[config.mk]
export PLATFORM = sky130hd
export DESIGN_NAME = pipe_ctrl_regs_flat
export DESIGN_NICKNAME = d
export VERILOG_FILES = /design/src/rtl/pipe_ctrl_pkg.sv /design/src/rtl/pipe_ctrl_regs_if.sv /design/src/rtl/pipe_ctrl_stage.sv /design/src/rtl/pipe_ctrl_regs.sv /design/src/flat_wrapper.sv
export SDC_FILE = /design/constraint.sdc
export NUM_CORES = 1
export LEC_CHECK = 0
export BUFFER_PORTS_ARGS = -buffer_cell sky130_fd_sc_hd__clkbuf_2
export CAP_MARGIN = 20
export CORE_MARGIN = 4
export CORE_UTILIZATION = 41
export DETAILED_ROUTE_END_ITERATION = 10
export GPL_TIMING_DRIVEN = 1
export MAX_ROUTING_LAYER = met4
export PLACE_DENSITY = 0.95
export SLEW_MARGIN = 10
export SYNTH_ARGS = -nofsm -noshare
export SYNTH_HDL_FRONTEND = slang
export SYNTH_SLANG_ARGS = --single-unit
[constraint.sdc]
create_clock -name clock -period 1.55 [get_ports clock]
set_clock_uncertainty 0.15 [all_clocks]
set_input_delay 0.31 -clock clock [delete_from_list [all_inputs] [get_ports clock]]
set_output_delay 0.31 -clock clock [all_outputs]
set_load 0.02 [all_outputs]
[src/rtl/pipe_ctrl_pkg.sv]
// Shared widths, stage-word packing helpers and the bubble constant for the
// ID->EX->MEM->WB control pipeline.
package pipe_ctrl_pkg;

  localparam int RW_D     = 5;
  localparam int ALUC_W_D = 4;

  // Stage words are packed MSB first:
  //   EX : valid, wreg, m2reg, wmem, sst, sext, shift, aluc, selA, selB, wn, stfwd
  //   MEM: valid, wreg, m2reg, wmem, wn, stfwd
  //   WB : valid, wreg, m2reg, wn
  function automatic int ex_word_w(input int rw, input int aluc_w);
    return 12 + aluc_w + rw;
  endfunction

  function automatic int mem_word_w(input int rw);
    return 5 + rw;
  endfunction

  function automatic int wb_word_w(input int rw);
    return 3 + rw;
  endfunction

  localparam int BUBBLE_MAX_W = 64;
  localparam logic [BUBBLE_MAX_W-1:0] BUBBLE = '0;

endpackage

[src/rtl/pipe_ctrl_regs_if.sv]
// ID-stage control inputs and EX/MEM/WB stage outputs of the control pipeline.
// master = decoder/hazard side, slave = pipe_ctrl_regs.
interface pipe_ctrl_regs_if #(
  parameter int RW     = pipe_ctrl_pkg::RW_D,
  parameter int ALUC_W = pipe_ctrl_pkg::ALUC_W_D,
  parameter int CNT_W  = 32
);
  logic              IDwir, flush;
  logic              IDwreg, IDm2reg, IDwmem, IDsst, IDsext, IDshift;
  logic [ALUC_W-1:0] IDaluc;
  logic [1:0]        IDselectAlua, IDselectAlub;
  logic [RW-1:0]     IDwn;
  logic              is_store_hazards;

  logic              EXvalid, EXwreg, EXm2reg, EXwmem, EXsst, EXsext, EXshift;
  logic [ALUC_W-1:0] EXaluc;
  logic [1:0]        EXselectAlua, EXselectAlub;
  logic [RW-1:0]     EXwn;
  logic              EXstfwd;

  logic              MEMvalid, MEMwreg, MEMm2reg, MEMwmem;
  logic [RW-1:0]     MEMwn;
  logic              MEMstfwd;

  logic              WBvalid, WBwreg, WBm2reg;
  logic [RW-1:0]     WBwn;

  logic [CNT_W-1:0]  stall_cnt, flush_cnt, retire_cnt;

  modport master (
    output IDwir, flush, IDwreg, IDm2reg, IDwmem, IDsst, IDsext, IDshift, IDaluc,
           IDselectAlua, IDselectAlub, IDwn, is_store_hazards,
    input  EXvalid, EXwreg, EXm2reg, EXwmem, EXsst, EXsext, EXshift, EXaluc,
           EXselectAlua, EXselectAlub, EXwn, EXstfwd,
           MEMvalid, MEMwreg, MEMm2reg, MEMwmem, MEMwn, MEMstfwd,
           WBvalid, WBwreg, WBm2reg, WBwn, stall_cnt, flush_cnt, retire_cnt
  );

  modport slave (
    input  IDwir, flush, IDwreg, IDm2reg, IDwmem, IDsst, IDsext, IDshift, IDaluc,
           IDselectAlua, IDselectAlub, IDwn, is_store_hazards,
    output EXvalid, EXwreg, EXm2reg, EXwmem, EXsst, EXsext, EXshift, EXaluc,
           EXselectAlua, EXselectAlub, EXwn, EXstfwd,
           MEMvalid, MEMwreg, MEMm2reg, MEMwmem, MEMwn, MEMstfwd,
           WBvalid, WBwreg, WBm2reg, WBwn, stall_cnt, flush_cnt, retire_cnt
  );
endinterface

[src/rtl/pipe_ctrl_stage.sv]
// One pipeline register of W bits: async-low reset to zero, bubble loads the
// all-zero word, otherwise captures d.
module pipe_ctrl_stage
  import pipe_ctrl_pkg::*;
#(
  parameter int W = 1
) (
  input  logic         clk,
  input  logic         rst_n,
  input  logic         i_bubble,
  input  logic [W-1:0] i_d,
  output logic [W-1:0] o_q
);

  logic [W-1:0] r_q;

  // NOTE: non-blocking assignment so every stage samples its neighbour's old value on the same edge.
  always_ff @(posedge clk or negedge rst_n) begin
    if (!rst_n)        r_q <= '0;
    else if (i_bubble) r_q <= BUBBLE[W-1:0];
    else               r_q <= i_d;
  end

  assign o_q = r_q;

endmodule

[src/rtl/pipe_ctrl_regs.sv]
// ID->EX->MEM->WB control pipeline with stall/flush bubble insertion and r0 gating.
// Optional saturating performance counters are built when PIPE_PERF_EN is defined.
module pipe_ctrl_regs
  import pipe_ctrl_pkg::*;
#(
  parameter int RW     = RW_D,
  parameter int ALUC_W = ALUC_W_D,
  parameter int CNT_W  = 32
) (
  input  logic              clock,
  input  logic              resetn,
  pipe_ctrl_regs_if.slave   bus
);

  localparam int EXW  = ex_word_w(RW, ALUC_W);
  localparam int MEMW = mem_word_w(RW);
  localparam int WBW  = wb_word_w(RW);

  logic            w_ex_bubble;
  logic            w_id_wreg;
  logic [EXW-1:0]  w_ex_d,  w_ex_q;
  logic [MEMW-1:0] w_mem_d, w_mem_q;
  logic [WBW-1:0]  w_wb_d,  w_wb_q;

  assign w_ex_bubble = ~bus.IDwir | bus.flush;
  // Writes to r0 are dropped here so forwarding and WB never see them.
  assign w_id_wreg   = bus.IDwreg & (bus.IDwn != '0);

  assign w_ex_d = {1'b1, w_id_wreg, bus.IDm2reg, bus.IDwmem, bus.IDsst, bus.IDsext,
                   bus.IDshift, bus.IDaluc, bus.IDselectAlua, bus.IDselectAlub,
                   bus.IDwn, bus.is_store_hazards};

  pipe_ctrl_stage #(.W(EXW)) u_id_ex (
    .clk(clock), .rst_n(resetn), .i_bubble(w_ex_bubble), .i_d(w_ex_d), .o_q(w_ex_q)
  );

  assign {bus.EXvalid, bus.EXwreg, bus.EXm2reg, bus.EXwmem, bus.EXsst, bus.EXsext,
          bus.EXshift, bus.EXaluc, bus.EXselectAlua, bus.EXselectAlub,
          bus.EXwn, bus.EXstfwd} = w_ex_q;

  assign w_mem_d = {bus.EXvalid, bus.EXwreg, bus.EXm2reg, bus.EXwmem, bus.EXwn, bus.EXstfwd};

  pipe_ctrl_stage #(.W(MEMW)) u_ex_mem (
    .clk(clock), .rst_n(resetn), .i_bubble(1'b0), .i_d(w_mem_d), .o_q(w_mem_q)
  );

  assign {bus.MEMvalid, bus.MEMwreg, bus.MEMm2reg, bus.MEMwmem, bus.MEMwn, bus.MEMstfwd} = w_mem_q;

  assign w_wb_d = {bus.MEMvalid, bus.MEMwreg, bus.MEMm2reg, bus.MEMwn};

  pipe_ctrl_stage #(.W(WBW)) u_mem_wb (
    .clk(clock), .rst_n(resetn), .i_bubble(1'b0), .i_d(w_wb_d), .o_q(w_wb_q)
  );

  assign {bus.WBvalid, bus.WBwreg, bus.WBm2reg, bus.WBwn} = w_wb_q;

`ifdef PIPE_PERF_EN
  logic [CNT_W-1:0] r_stall_cnt, r_flush_cnt, r_retire_cnt;

  // A stall coinciding with a flush is attributed to the flush only.
  always_ff @(posedge clock or negedge resetn) begin
    if (!resetn) begin
      r_stall_cnt  <= '0;
      r_flush_cnt  <= '0;
      r_retire_cnt <= '0;
    end else begin
      if (!bus.IDwir && !bus.flush && !(&r_stall_cnt)) r_stall_cnt  <= r_stall_cnt + CNT_W'(1);
      if (bus.flush && !(&r_flush_cnt))                 r_flush_cnt  <= r_flush_cnt + CNT_W'(1);
      if (bus.WBvalid && !(&r_retire_cnt))              r_retire_cnt <= r_retire_cnt + CNT_W'(1);
    end
  end

  assign bus.stall_cnt  = r_stall_cnt;
  assign bus.flush_cnt  = r_flush_cnt;
  assign bus.retire_cnt = r_retire_cnt;
`else
  assign bus.stall_cnt  = {CNT_W{1'b0}};
  assign bus.flush_cnt  = {CNT_W{1'b0}};
  assign bus.retire_cnt = {CNT_W{1'b0}};
`endif

endmodule

[src/flat_wrapper.sv]
// flat-port wrapper written by rule: the top's interface ports become plain ports
module pipe_ctrl_regs_flat import pipe_ctrl_pkg::*;
#(
  parameter int RW     = RW_D,
  parameter int ALUC_W = ALUC_W_D,
  parameter int CNT_W  = 32
)
  (clock, resetn, bus_IDwir, bus_flush, bus_IDwreg, bus_IDm2reg, bus_IDwmem, bus_IDsst, bus_IDsext, bus_IDshift, bus_IDaluc, bus_IDselectAlua, bus_IDselectAlub, bus_IDwn, bus_is_store_hazards, bus_EXvalid, bus_EXwreg, bus_EXm2reg, bus_EXwmem, bus_EXsst, bus_EXsext, bus_EXshift, bus_EXaluc, bus_EXselectAlua, bus_EXselectAlub, bus_EXwn, bus_EXstfwd, bus_MEMvalid, bus_MEMwreg, bus_MEMm2reg, bus_MEMwmem, bus_MEMwn, bus_MEMstfwd, bus_WBvalid, bus_WBwreg, bus_WBm2reg, bus_WBwn, bus_stall_cnt, bus_flush_cnt, bus_retire_cnt);
  pipe_ctrl_regs_if #(.RW(RW), .ALUC_W(ALUC_W), .CNT_W(CNT_W)) bus_i ();
  input  logic clock;
  input  logic resetn;
  input wire logic [$bits(bus_i.IDwir)-1:0] bus_IDwir;
  input wire logic [$bits(bus_i.flush)-1:0] bus_flush;
  input wire logic [$bits(bus_i.IDwreg)-1:0] bus_IDwreg;
  input wire logic [$bits(bus_i.IDm2reg)-1:0] bus_IDm2reg;
  input wire logic [$bits(bus_i.IDwmem)-1:0] bus_IDwmem;
  input wire logic [$bits(bus_i.IDsst)-1:0] bus_IDsst;
  input wire logic [$bits(bus_i.IDsext)-1:0] bus_IDsext;
  input wire logic [$bits(bus_i.IDshift)-1:0] bus_IDshift;
  input wire logic [$bits(bus_i.IDaluc)-1:0] bus_IDaluc;
  input wire logic [$bits(bus_i.IDselectAlua)-1:0] bus_IDselectAlua;
  input wire logic [$bits(bus_i.IDselectAlub)-1:0] bus_IDselectAlub;
  input wire logic [$bits(bus_i.IDwn)-1:0] bus_IDwn;
  input wire logic [$bits(bus_i.is_store_hazards)-1:0] bus_is_store_hazards;
  output wire logic [$bits(bus_i.EXvalid)-1:0] bus_EXvalid;
  output wire logic [$bits(bus_i.EXwreg)-1:0] bus_EXwreg;
  output wire logic [$bits(bus_i.EXm2reg)-1:0] bus_EXm2reg;
  output wire logic [$bits(bus_i.EXwmem)-1:0] bus_EXwmem;
  output wire logic [$bits(bus_i.EXsst)-1:0] bus_EXsst;
  output wire logic [$bits(bus_i.EXsext)-1:0] bus_EXsext;
  output wire logic [$bits(bus_i.EXshift)-1:0] bus_EXshift;
  output wire logic [$bits(bus_i.EXaluc)-1:0] bus_EXaluc;
  output wire logic [$bits(bus_i.EXselectAlua)-1:0] bus_EXselectAlua;
  output wire logic [$bits(bus_i.EXselectAlub)-1:0] bus_EXselectAlub;
  output wire logic [$bits(bus_i.EXwn)-1:0] bus_EXwn;
  output wire logic [$bits(bus_i.EXstfwd)-1:0] bus_EXstfwd;
  output wire logic [$bits(bus_i.MEMvalid)-1:0] bus_MEMvalid;
  output wire logic [$bits(bus_i.MEMwreg)-1:0] bus_MEMwreg;
  output wire logic [$bits(bus_i.MEMm2reg)-1:0] bus_MEMm2reg;
  output wire logic [$bits(bus_i.MEMwmem)-1:0] bus_MEMwmem;
  output wire logic [$bits(bus_i.MEMwn)-1:0] bus_MEMwn;
  output wire logic [$bits(bus_i.MEMstfwd)-1:0] bus_MEMstfwd;
  output wire logic [$bits(bus_i.WBvalid)-1:0] bus_WBvalid;
  output wire logic [$bits(bus_i.WBwreg)-1:0] bus_WBwreg;
  output wire logic [$bits(bus_i.WBm2reg)-1:0] bus_WBm2reg;
  output wire logic [$bits(bus_i.WBwn)-1:0] bus_WBwn;
  output wire logic [$bits(bus_i.stall_cnt)-1:0] bus_stall_cnt;
  output wire logic [$bits(bus_i.flush_cnt)-1:0] bus_flush_cnt;
  output wire logic [$bits(bus_i.retire_cnt)-1:0] bus_retire_cnt;
  assign bus_i.IDwir = bus_IDwir;
  assign bus_i.flush = bus_flush;
  assign bus_i.IDwreg = bus_IDwreg;
  assign bus_i.IDm2reg = bus_IDm2reg;
  assign bus_i.IDwmem = bus_IDwmem;
  assign bus_i.IDsst = bus_IDsst;
  assign bus_i.IDsext = bus_IDsext;
  assign bus_i.IDshift = bus_IDshift;
  assign bus_i.IDaluc = bus_IDaluc;
  assign bus_i.IDselectAlua = bus_IDselectAlua;
  assign bus_i.IDselectAlub = bus_IDselectAlub;
  assign bus_i.IDwn = bus_IDwn;
  assign bus_i.is_store_hazards = bus_is_store_hazards;
  assign bus_EXvalid = bus_i.EXvalid;
  assign bus_EXwreg = bus_i.EXwreg;
  assign bus_EXm2reg = bus_i.EXm2reg;
  assign bus_EXwmem = bus_i.EXwmem;
  assign bus_EXsst = bus_i.EXsst;
  assign bus_EXsext = bus_i.EXsext;
  assign bus_EXshift = bus_i.EXshift;
  assign bus_EXaluc = bus_i.EXaluc;
  assign bus_EXselectAlua = bus_i.EXselectAlua;
  assign bus_EXselectAlub = bus_i.EXselectAlub;
  assign bus_EXwn = bus_i.EXwn;
  assign bus_EXstfwd = bus_i.EXstfwd;
  assign bus_MEMvalid = bus_i.MEMvalid;
  assign bus_MEMwreg = bus_i.MEMwreg;
  assign bus_MEMm2reg = bus_i.MEMm2reg;
  assign bus_MEMwmem = bus_i.MEMwmem;
  assign bus_MEMwn = bus_i.MEMwn;
  assign bus_MEMstfwd = bus_i.MEMstfwd;
  assign bus_WBvalid = bus_i.WBvalid;
  assign bus_WBwreg = bus_i.WBwreg;
  assign bus_WBm2reg = bus_i.WBm2reg;
  assign bus_WBwn = bus_i.WBwn;
  assign bus_stall_cnt = bus_i.stall_cnt;
  assign bus_flush_cnt = bus_i.flush_cnt;
  assign bus_retire_cnt = bus_i.retire_cnt;
  pipe_ctrl_regs #(.RW(RW), .ALUC_W(ALUC_W), .CNT_W(CNT_W)) u_core (.clock(clock), .resetn(resetn), .bus(bus_i));
endmodule
### After elaboration in Yosys (flattened, before gate mapping)

Cells that the tools add are included.

* register bits after elaboration: 39
* output and inout port bits: 135
* word-level logic and storage cells: 8
* input bits: 24

* muxes and demuxes: 1
* reduce and logical (&&, ||, !) cells: 1
* bitwise logic cells: 3

Operators with widths (number)
* $mux 21: 1
* $reduce_bool 5->1: 1
* $and 1x1->1: 1
* $not 1->1: 1
* $or 1x1->1: 1

### Longest topological paths before layout

* depth after elaboration: 3
* mapped depth: 3
* mapped depth without buffers: 2

### By module

From an unflattened synthesis, not the netlist that was laid out.

* cell total of the unflattened synthesis: 181
* area, all modules: 2042.0 sq um

By module, submodules not included
* pipe_ctrl_regs: area each 749.5 sq um, instances 1, cells an instance 101, seq. area each 0.0 sq um
* pipe_ctrl_stage at u_core.u_id_ex: area each 729.4 sq um, instances 1, cells an instance 44, seq. area each 525.5 sq um
* pipe_ctrl_stage at u_core.u_ex_mem: area each 312.8 sq um, instances 1, cells an instance 20, seq. area each 250.2 sq um
* pipe_ctrl_stage at u_core.u_mem_wb: area each 250.2 sq um, instances 1, cells an instance 16, seq. area each 200.2 sq um

### Least setup slack after synthesis

No wires, ideal clock.

* path type: input -> register
* start point: input bus_IDwn[4]
* end point: register u_core.u_id_ex.r_q[19] (netlist: u_core.u_id_ex.o_q[19])
* arrival: 0.935 ns
* slack: 0.339 ns
* setup time: 0.126 ns
* required time: 1.274 ns
* buffers on the path: 0
* cell stages on the path: 2
* cells stage by stage: or3_1 > o311a_1

* cells in the longest elaborated chain, start to end: 3

Ends and longest elaborated chain
* from (decl): RTL line flat_wrapper.sv:23 `input wire logic [$bits(bus_i.IDwn)-1:0] bus_IDwn;`
* $reduce_bool 5->1: RTL line pipe_ctrl_regs.sv:27 `assign w_id_wreg = bus.IDwreg & (bus.IDwn != '0);`
* $and 1x1->1: RTL line pipe_ctrl_regs.sv:27
* $mux 21: RTL line pipe_ctrl_stage.sv:20 `else if (i_bubble) r_q <= BUBBLE[W-1:0];`
* to (signal assigned): RTL line pipe_ctrl_stage.sv:20
* to (signal assigned): RTL line pipe_ctrl_stage.sv:21 `else r_q <= i_d;`
* to (decl): RTL line pipe_ctrl_stage.sv:15 `logic [W-1:0] r_q;`

Every way passes these cells.

### Worst setup path in the final report

* start point: register u_core.u_id_ex.r_q[19] (netlist: u_core.u_id_ex.o_q[19])
* end point: output bus_EXwreg

RTL lines
* to (decl): RTL line flat_wrapper.sv:26 `output wire logic [$bits(bus_i.EXwreg)-1:0] bus_EXwreg;`

No word-level cell between the ends.

==> impl_metrics.csv <==
group,metric,value,unit
clock_network,root_buffer,"clkbuf_8",
timing,setup_ws,261,ps
drt,drt-total-wl,3010,um
cells_and_area,fin_util,45.4,%
drt,drtAntennaViolNets,0,
clock_network,htreeDepth,2,
timing,min_period,1290,ps
worst_setup_path,r2r_slack,890,ps
clock_network,clock-sinks,39,
cells_and_area,nets,253,
die,die_area,5660,um^2
cells_and_area,drive_gt1_share,31.3,%
global_routing,grt_pass1_vias,808,
worst_setup_path,critPathLaunchType,"register",
worst_setup_path,cp-end-kind,"primary output",
drt,drc,0,
die,fp.dieH,75.2,um
global_routing,grt_usage,9.96,%
timing,slew_viol_final,0,
pwr,power,0.00210,W
timing,rsz0062_at_grt,"false",
yosys,synth_seq_area_share,52.7,%
hold_path,worstHoldPathCells,2,
yosys,yosys_register_bits,39,
drt,drtPass1Iterations,2,
worst_setup_path,cp_data_required_time,1090,ps
place,port_buffers,62,
hold_path,min_path_type,"primary input to register",
drt,drt-wirelength-per-cell,10.7,um
global_routing,antenna_found_initial,0,
global_routing,grt_overflow,0,
clock_network,holdBufCountCts,1,
global_routing,grt_pass1_wl,3860,um
timing,fin_tns_setup,0,ps
drt,viasPerCell,3.37,
clock_network,clock_path_buffers,2,
die,core,4350,um^2
clock_network,cts_tree,"done",
timing,setup_violations,0,
place,hpwl,2500,um
run,maxCapViolCount,0,
die,initial_core_util,42.5,%
global_routing,grt_max_degree,40,
worst_setup_path,crit_family,"flip-flops",
yosys,syn-cell-area,1850,um^2
place,dp_slack,199,ps
clock_network,clk-insertion-delay-late,280,ps
status,run_status,"completed",
drt,drt_first_iter_violations,24,
worst_setup_path,crit_buf_inv,1,
hold_path,whs_endpoint,"u_core.u_id_ex.o_q[10]",
timing,period_share,83.2,%
yosys,synth_cells,160,
timing,hold_violations,0,
place,routabilityCongestion,0.646,
worst_setup_path,crit_path_max_fanout,2,
pwr,power.leakage,1.23,nW
worst_setup_path,crit_slowest_cell,"dfrtp_1",
pwr,power_density,1060,nW/um^2
worst_setup_path,r2r-start,"u_core.u_ex_mem.o_q[2]",
clock_network,clk_pin_slew_worst_paths,70,ps
yosys,ys_types,10,
cells_and_area,diodes,0,
clock_network,post_cts_resized,0,
timing,holdWs,79.8,ps
worst_setup_path,slowest_delay,390,ps
die,ios,159,
clock_network,cts-buffers-inserted,5,
worst_setup_path,cp_cell_sequence,"clkbuf_2",
timing,timing.fmax,0.776,GHz
clock_network,postCtsSetupBuffers,0,
pwr,peakVddDrop,0.558,mV
yosys,yosys_warnings,0,
worst_setup_path,crit_arrival,830,ps
worst_setup_path,r2r_end,"u_core.u_mem_wb.o_q[1]",
drt,vias,950,
worst_setup_path,worst_r2r_path_depth,0,
yosys,avgSynthCellArea,11.6,um^2
hold_path,hp-start,"bus_IDaluc[0]",
cells_and_area,area_growth,6.76,%
cells_and_area,final_common_cell,"conb_1",
worst_setup_path,critPathKind,"register to primary output",
cells_and_area,final_cell_mix,"conb_1, clkbuf_2, dfrtp_1, and2_1, clkbuf_8",
die,rows,24,
die,die_w,75.2,um
==> power breakdown <==
group          switching (W)  total [W]  internal, W  leakage [nW]
Combinational       0.000315   0.000381    0.0000662         0.662
Sequential         0.0000147    0.00107      0.00106         0.523
Clock               0.000329   0.000643     0.000314        0.0412
==> metrics by stage <==
stage,cells,instance area [um^2]
after floorplan,255,2210
after global placement,273,1880
after detailed placement,273,1880
after CTS,282,1980
after global routing,282,1980
final,282,1980
==> logic make-up after synthesis <==
| group | share of synthesized area [%] |
|---|---|
| AOI/OAI and AO/OA | 0.541 |
| other | 0.203 |
| and+or+nand+nor | 7.16 |
| DFF | 52.7 |
| buffers and inverters | 39.4 |
==> cell usage after synthesis, drive strengths merged <==
cell type / n / area, um^2
o311a: 1 / 10.0
nor2b: 1 / 6.26
clkbuf: 1 / 3.75
conb: 1 / 3.75
or3: 1 / 6.26
and2: 19 / 120
buf: 97 / 726
dfrtp: 39 / 976
==> flip-flops by register name, summed over array words and instances (netlist names) <==
signal	count
u_core.u_ex_mem.o_q	10
u_core.u_id_ex.o_q	21
u_core.u_mem_wb.o_q	8
==> metal layers <==
metal	up-vias	global-route usage, %	part of all wire, %
met5	-	-	0
met2	78	17.4	54
met1	442	9.11	29
met3	4	4.67	16
li1	426	-	-
met4	0	4.66	0.96
==> worst max path at each step <==
| stage | start | to | slack, ps | cells after the start |
|---|---|---|---|---|
| 6_report | u_core.u_id_ex.o_q[19] | bus_EXwreg | 260 | 1 |
| 5_1_grt | u_core.u_id_ex.o_q[19] | bus_EXwreg | 210 | 1 |
| 4_1_cts | u_core.u_id_ex.o_q[19] | bus_EXwreg | 230 | 1 |
| 3_5_place_dp | bus_IDwn[4] | u_core.u_id_ex.o_q[19] | 200 | 3 |
| 3_3_place_gp | bus_IDwn[4] | u_core.u_id_ex.o_q[19] | 220 | 3 |
| 2_1_floorplan | bus_IDwn[4] | u_core.u_id_ex.o_q[19] | 340 | 2 |
==> final cells by class <==
class | instances | area, um^2
tap | 52 | 65.1
timing repair buffer | 65 | 348
sequential | 39 | 976
clock buffer | 6 | 72.6
multi-input combinational | 118 | 503
clock inverter | 2 | 12.5
fill | 412 | 2380
(Power assumes the default switching activity.)
